`config.mk`:
```
export PLATFORM = sky130hd
export DESIGN_NAME = clock_logic_serializer_1
export DESIGN_NICKNAME = d
export VERILOG_FILES = /design/src/rtl/clock_logic_serializer_1.sv
export SDC_FILE = /design/constraint.sdc
export NUM_CORES = 1
export LEC_CHECK = 0
export CORE_MARGIN = 10
export CORE_UTILIZATION = 25
export CTS_CLUSTER_SIZE = 40
export DETAILED_ROUTE_END_ITERATION = 10
export SLEW_MARGIN = 20
export SYNTH_ARGS = -nofsm -noshare
export SYNTH_HDL_FRONTEND = slang
export SYNTH_SLANG_ARGS = --single-unit
export TNS_END_PERCENT = 100
```
`constraint.sdc`:
```
create_clock -name clock -period 2.2 [get_ports clock]
set_input_delay 0.44 -clock clock [delete_from_list [all_inputs] [get_ports clock]]
set_output_delay 0.44 -clock clock [all_outputs]
set_load 0.05 [all_outputs]
```
`src/rtl/clock_logic_serializer_1.sv`:
```
// Parallel-in, serial-out shifter: accepts a WIDTH-bit word over valid/ready
// and sends it one bit per clock with first/last framing strobes.
module clock_logic_serializer_1 #(
  parameter int WIDTH      = 4,
  parameter int MSB_FIRST  = 1,
  parameter int IDLE_LEVEL = 1,
  parameter int GAP        = 0
) (
  input  logic             clock,
  input  logic             resetn,
  input  logic             load_valid,
  output logic             load_ready,
  input  logic [WIDTH-1:0] load_data,
  output logic             data_out,
  output logic             data_valid,
  output logic             frame_start,
  output logic             frame_done,
  output logic             busy
);

  typedef enum logic [1:0] {
    S_IDLE  = 2'd0,
    S_SHIFT = 2'd1,
    S_GAP   = 2'd2
  } state_t;

  localparam logic             IDLE_BIT  = (IDLE_LEVEL != 0) ? 1'b1 : 1'b0;
  localparam logic [WIDTH-1:0] IDLE_WORD = {WIDTH{IDLE_BIT}};
  localparam logic [WIDTH-1:0] FILL_LO   = IDLE_BIT ? WIDTH'(1'b1) : WIDTH'(1'b0);
  localparam logic [WIDTH-1:0] FILL_HI   = FILL_LO << (WIDTH - 1);
  localparam logic [4:0]       LAST_CNT  = 5'(WIDTH - 1);
  localparam logic [7:0]       GAP_LOAD  = 8'(GAP - 1);
  localparam bit               HAS_GAP   = (GAP != 0);
  localparam bit               ONE_BIT   = (WIDTH == 1);

  state_t           state_q;
  logic [WIDTH-1:0] shreg_q;
  logic [4:0]       cnt_q;
  logic [7:0]       gap_q;
  logic             data_out_q;
  logic             data_valid_q;
  logic             frame_start_q;
  logic             frame_done_q;
  logic             busy_q;
  logic             accept_s;

  // Bit that leaves the word first (or the next bit held in the shift register).
  function automatic logic head_bit(input logic [WIDTH-1:0] w);
    if (MSB_FIRST != 0) begin
      return w[WIDTH-1];
    end else begin
      return w[0];
    end
  endfunction

  // Drop the head bit and back-fill with the idle level.
  function automatic logic [WIDTH-1:0] advance(input logic [WIDTH-1:0] w);
    if (MSB_FIRST != 0) begin
      return (w << 1) | FILL_LO;
    end else begin
      return (w >> 1) | FILL_HI;
    end
  endfunction

  // The last-bit cycle may take the next word directly only when no gap is forced.
  assign load_ready = (state_q == S_IDLE) ||
                      ((state_q == S_SHIFT) && (cnt_q == 5'd0) && !HAS_GAP);
  assign accept_s   = load_valid && load_ready;

  assign data_out    = data_out_q;
  assign data_valid  = data_valid_q;
  assign frame_start = frame_start_q;
  assign frame_done  = frame_done_q;
  assign busy        = busy_q;

  // Serializer FSM with registered line outputs.
  always_ff @(posedge clock or negedge resetn) begin
    if (!resetn) begin
      state_q       <= S_IDLE;
      shreg_q       <= IDLE_WORD;
      cnt_q         <= 5'd0;
      gap_q         <= 8'd0;
      data_out_q    <= IDLE_BIT;
      data_valid_q  <= 1'b0;
      frame_start_q <= 1'b0;
      frame_done_q  <= 1'b0;
      busy_q        <= 1'b0;
    end else if (accept_s) begin
      state_q       <= S_SHIFT;
      data_out_q    <= head_bit(load_data);
      shreg_q       <= advance(load_data);
      cnt_q         <= LAST_CNT;
      data_valid_q  <= 1'b1;
      frame_start_q <= 1'b1;
      frame_done_q  <= ONE_BIT;
      busy_q        <= 1'b1;
    end else begin
      case (state_q)
        S_IDLE: begin
          data_out_q    <= IDLE_BIT;
          data_valid_q  <= 1'b0;
          frame_start_q <= 1'b0;
          frame_done_q  <= 1'b0;
          busy_q        <= 1'b0;
        end
        S_SHIFT: begin
          if (cnt_q != 5'd0) begin
            data_out_q    <= head_bit(shreg_q);
            shreg_q       <= advance(shreg_q);
            cnt_q         <= cnt_q - 5'd1;
            frame_start_q <= 1'b0;
            frame_done_q  <= (cnt_q == 5'd1);
          end else begin
            state_q       <= HAS_GAP ? S_GAP : S_IDLE;
            gap_q         <= GAP_LOAD;
            data_out_q    <= IDLE_BIT;
            data_valid_q  <= 1'b0;
            frame_start_q <= 1'b0;
            frame_done_q  <= 1'b0;
            busy_q        <= HAS_GAP;
          end
        end
        S_GAP: begin
          if (gap_q == 8'd0) begin
            state_q <= S_IDLE;
            busy_q  <= 1'b0;
          end else begin
            gap_q <= gap_q - 8'd1;
          end
        end
        default: begin
          state_q       <= S_IDLE;
          data_out_q    <= IDLE_BIT;
          data_valid_q  <= 1'b0;
          frame_start_q <= 1'b0;
          frame_done_q  <= 1'b0;
          busy_q        <= 1'b0;
        end
      endcase
    end
  end

endmodule

```
==> results of run 1 <==
==> sequential cells by signal, summed over array words and instances (netlist names) <==
signal,cells
cnt_q,5
data_out,1
frame_done,1
shreg_q,3
state_q,1
data_valid,1
frame_start,1
==> critical path, delay by kind of cell, from the launching register on <==
kind	cells	cell delay (ns)
adder cells (fa/ha/maj)	1	0.13
AND/OR/NAND/NOR	2	0.63
flip-flops	1	0.42
buffers and inverters	2	0.21
==> worst paths after layout <==
path	from	cells past startpoint	endpoint	slack, ns
worst max-delay path	cnt_q[1]	5	load_ready	0.09
worst min-delay path	resetn	1	frame_start	0.53
worst max register to register	cnt_q[1]	6	data_valid	0.34
worst min register to register	cnt_q[4]	1	frame_done	0.53
max in group asynchronous	resetn	1	shreg_q[1]	1.30
min in group clock	cnt_q[4]	1	frame_done	0.53
==> power breakdown <==
| group | switching, uW | internal, uW |
|---|---|---|
| Clock | 68.6 | 70.2 |
| Sequential | 98.9 | 352 |
| Combinational | 352 | 309 |
| Total | 519 | 730 |
==> cells in the final DEF (no fill, tap or decap), types with 3 or more instances in the layout <==
master           count
buf_4                4
clkbuf_4             3
clkdlybuf4s50_1     11
dfrtp_1              9
dfstp_2              4
ha_1                 3
inv_1                3
mux2_4               4
nand3_1              5
o311ai_0             3
==> layout make-up <==
type	instances	area share
Clock buffer	4	0.0295
Inverter	4	0.0169
Multi-Input combinational cell	36	0.359
Sequential cell	13	0.371
Tap cell	31	0.0436
Timing Repair Buffer	16	0.180
==> routing by layer <==
layer / global-route usage / routed length, um
met1: 0.0471 / 494
met4: 0.0253 / 25
met2: 0.0821 / 640
met5: 0 / 0
met3: 0.0204 / 37
==> per-stage QoR <==
step | setup WS (ns) | cells | total power (uW) | hold slack [ns] | instance area (sq um)
6_report | 0.0942 | 104 | 1250 | 0.527 | 890
2_1_floorplan | 0.413 | 58 | 929 | 0.144 | 702
5_1_grt | 0.00729 | 104 | 1340 | 0.541 | 890
4_1_cts | 0.0363 | 103 | 1260 | 0.526 | 882
3_5_place_dp | 0.277 | 97 | 1090 | 0.504 | 841
3_3_place_gp | 0.317 | 97 | 1070 | 0.519 | 841
==> cells by family (layout without fill, tap and decap cells) <==
group,Yosys count,after routing
AOI/OAI and AO/OA,5,5
adders and majority gates,3,3
muxes,8,8
and+or+nand+nor,20,20
buffers and inverters,9,24
DFF,13,13
==> timing repair <==
action                                  in CTS  in global routing
buffers inserted                             2                  1
endpoints found under the setup margin       1                  1
hold buffers                                 0                  0
gates resized for setup                      0                  1
==> flow_summary.json, run 1 <==
{
  "syn-num-nets": 68,
  "fp.coreArea_sq_mm": 0.00271,
  "cts_buffers": 3,
  "synth_top_family_by_area": "simple AND/OR/NAND/NOR gates",
  "regArea_sq_um": 330,
  "cts.htree.levels": 1,
  "tns_ns": 0,
  "grt_pass1_vias": 478,
  "synthCells": 58,
  "finalHoldViolations": 0,
  "synth-simple-area-share": 0.198,
  "finalMaxSlewViolations": 0,
  "synth.top_cell.area_share": 0.321,
  "max_freq_ghz": 0.475,
  "gp_congestion": 0.697,
  "port_buffers": 12,
  "finalSetupViolations": 0,
  "maxSlewHeadroom": 0.626,
  "insertion_delay_ns": 0.27,
  "clkSinkCount": 13,
  "ys_async_sr_fraction": 1.00,
  "power_density_mw_per_mm2": 1410,
  "synthAdderAreaFrac": 0.0535,
  "cp.required_ns": 1.76,
  "fin_util": 0.328,
  "arrival_ns": 1.67,
  "grt_pass1_wl_mm": 2.05,
  "hp-class": "in2async",
  "synth.area.mux_share": 0.146,
  "ys_top_cells_by_count": "dfrtp_1, nand3_1, dfstp_2, inv_1, mux2_4",
  "cts_root_buf": "clkbuf_4",
  "clock_path_buffers": 2,
  "outcome": "finished, final reports clean",
  "start_util": 0.259,
  "ios": 13,
  "tritoncts": "yes",
  "dr.first_iter.drc_count": 20,
  "clk_pin_slew_worst_paths_ns": 0.07,
  "crit_path_cell_trace": "inv_2 > ha_1 > or4b_4 > nand2_8 > buf_12",
  "max_stage_delay_ns": 0.52,
  "ys_types": 25,
  "routed-via-count": 473,
  "layout.nets": 84,
  "track_usage": 0.0477,
  "yosysMostFrequentCell": "dfrtp_1",
  "fin_skew_ns": 0.000742,
  "synth_edf_count": 0,
  "syn_avg_cell_area_sq_um": 12.1,
  "place_hpwl_um": 942,
  "overflow": 0,
  "slowest_stage": "or4b_4",
  "min_period_ns": 2.11,
  "worstSetupEndpointType": "output port",
  "grt_antenna_before_repair": 0,
  "dieWidth_um": 73.0,
  "die_area_sq_mm": 0.00533,
  "syn_to_final_growth_pct": 26.7,
  "critical_path_class": "reg2out",
  "drtAntennaViolNets": 0,
  "yosysWarnings": 0,
  "critPathMaxFanout": 5,
  "multi_input_area_sq_um": 319,
  "yosysTopAreaCell": "dfrtp_1",
  "diodes": 0,
  "vias_per_cell": 4.55,
  "drc_errors": 0,
  "finalCritPeriodShare": 0.957,
  "p_leak_uw": 0.000369,
  "synthTopCellsByArea": "dfrtp_1, dfstp_2, mux2_4",
  "yosys.area_share.xor_xnor": 0,
  "nFillCells": 285,
  "vdd_drop_max_v": 0.000951,
  "die_h_um": 73.0,
  "rsz0062_at_grt": "false",
  "maxCapViolCount": 0,
  "dr.pass1.iters": 4,
  "drive_above_1_share": 0.315,
  "ys_seq_area_frac": 0.471,
  "ys_seq_elements": 13,
  "synth_area_sq_um": 702,
  "drt-total-wl_mm": 1.20,
  "wl_per_cell_um": 11.5,
  "grt_max_degree": 14,
  "worst_pin_slew_ns": 0.559,
  "num_rows": 19,
  "critPathLaunchType": "flop",
  "synth_compound_area_frac": 0.0570,
  "synth_flop_cell": "dfrtp_1"
}
(Power assumes the default switching activity.)
==> run 2: changes to the inputs <==
CORE_MARGIN = 2   (was 10)
GPL_ROUTABILITY_DRIVEN = 1   (was default)
==> run 2 against run 1 <==
First-iteration DRC count is 70% lower. Cell area is 0.84% higher. Fmax shrank 0.36%. Critical path depth is the same. Final cell count up 0.96%. Utilization increased by 0.28 points. Non-clock buffer count rose by 1. Via count shrank 1.3%. Global-route usage increased by 2.6 points. Register-to-register slack got worse by 0.02 ns. Critical endpoint unchanged. Largest cell class unchanged.
==> flow_summary.json, run 2 (synthesis gave the netlist of run 1 again) <==
{
  "dr.pass1.iters": 3,
  "finalHoldViolations": 0,
  "wl_per_cell_um": 11.0,
  "cts_root_buf": "clkbuf_4",
  "whs_ns": 0.521,
  "num_rows": 19,
  "r2r-start": "cnt_q[0]",
  "cp.required_ns": 1.76,
  "cts_buffers": 3,
  "vias_per_cell": 4.45,
  "arrival_ns": 1.67,
  "worstHoldStart": "cnt_q[4]",
  "die_area_sq_mm": 0.00325,
  "min_period_ns": 2.11,
  "critical_path_class": "reg2out",
  "p_leak_uw": 0.000374,
  "grt_pass1_wl_mm": 1.83,
  "drc_errors": 0,
  "critPathMaxFanout": 5,
  "combPwrFrac": 0.524,
  "grt_max_degree": 14,
  "layout.nets": 85,
  "top_register": "cnt_q",
  "crit_path_start": "cnt_q[0]",
  "swShare": 0.413,
  "tns_ns": 0,
  "finalSetupViolations": 0,
  "pwr-share-clk": 0.112,
  "syn_to_final_growth_pct": 27.8,
  "clkSinkCount": 13,
  "maxSlewHeadroom": 0.633,
  "start_util": 0.259,
  "mostFrequentLayoutCell": "clkdlybuf4s50_1",
  "grt_pass1_vias": 400,
  "clock_path_buffers": 2,
  "worstSetupEndpointType": "output port",
  "fp.coreArea_sq_mm": 0.00271,
  "drtAntennaViolNets": 0,
  "drt-total-wl_mm": 1.16,
  "outcome": "finished, final reports clean",
  "diodes": 0,
  "worst_pin_slew_ns": 0.549,
  "vdd_drop_max_v": 0.000924,
  "maxCapViolCount": 0,
  "finalCritPeriodShare": 0.961,
  "insertion_delay_ns": 0.27,
  "power_density_mw_per_mm2": 1390,
  "finalMaxSlewViolations": 0,
  "regArea_sq_um": 330,
  "die_h_um": 57.0,
  "largest_reg_flops": 5,
  "dr.first_iter.drc_count": 6,
  "tritoncts": "yes",
  "clk_pin_slew_worst_paths_ns": 0.07,
  "ios": 13,
  "reg.largest.list": "cnt_q: 5 flops, shreg_q: 3 flops",
  "max_freq_ghz": 0.473,
  "routed-via-count": 467,
  "nFillCells": 291,
  "critPathLaunchType": "flop",
  "cts_resized": 0,
  "grt_antenna_before_repair": 0,
  "stdcell_count": 105,
  "drive_above_1_share": 0.311,
  "p_seq_frac": 0.364,
  "place_inst": 97,
  "overflow": 0,
  "fin_area_sq_um": 897,
  "p_sw_uw": 516,
  "port_buffers": 12,
  "fin_skew_ns": 0.00158,
  "dieWidth_um": 57.0,
  "mostFrequentLayoutCells": "clkdlybuf4s50_1, dfrtp_1, nand3_1, buf_4",
  "track_usage": 0.0733,
  "place_hpwl_um": 803,
  "multi_input_area_sq_um": 319,
  "cts.htree.levels": 1,
  "gp_congestion": 0.741,
  "p_int_uw": 732,
  "hp-class": "reg2reg",
  "placed_area_sq_um": 841
}
[run 2: through the flow]
step | util | setup WS, ns | power, uW
6_report | 0.331 | 0.0866 | 1250
3_5_place_dp | 0.310 | 0.281 | 1080
5_1_grt | 0.331 | -0.00393 | 1340
2_1_floorplan | - | 0.413 | 929
4_1_cts | 0.323 | 0.0351 | 1240
3_3_place_gp | 0.310 | 0.315 | 1070
[run 2: worst paths after layout]
path | end | slack, ns | cells after the start
setup / recovery | load_ready | 0.09 | 5
hold / removal | frame_done | 0.52 | 1
setup reg to reg | data_valid | 0.32 | 6
hold reg to reg | frame_done | 0.52 | 1
max in group asynchronous | shreg_q[1] | 1.31 | 1
min in group asynchronous | cnt_q[0] | 0.53 | 1
[run 2: cell type report]
cell class,instances,share of cell area
inverter,4,0.0167
clock buffer,4,0.0293
timing repair buffer,17,0.187
sequential,13,0.368
tap,31,0.0432
multi-input combinational,36,0.356
[run 2: metal layers]
layer / part of all wire / wire [um] / up-vias / track usage
met4: 0.012 / 14 / 0 / 0.0199
met1: 0.45 / 524 / 220 / 0.0914
met3: 0.042 / 49 / 2 / 0.0408
met5: 0 / 0 / - / 0
met2: 0.49 / 569 / 7 / 0.110
li1: - / - / 238 / -
[run 2: repair_timing]
| item | in CTS | in global routing |
|---|---|---|
| hold buffers | 0 | 0 |
| pin swaps | 0 | 0 |
| setup endpoints to repair | 1 | 1 |
| buffers inserted | 1 | 3 |
[run 2: power by group through the flow]
stage          Clock (uW)  Sequential (uW)  Combinational [uW]
5_1_grt               161              472                 703
3_5_place_dp            0              462                 617
2_1_floorplan           0              522                 407
6_report              140              454                 654
3_3_place_gp            0              457                 611
4_1_cts               149              456                 633
[run 2: critical path: stages (launching register included)]
cell and delay, ns:
dfrtp_1 0.42, inv_1 0.10, ha_1 0.13, or4b_4 0.51, nand2_8 0.11, buf_12 0.13
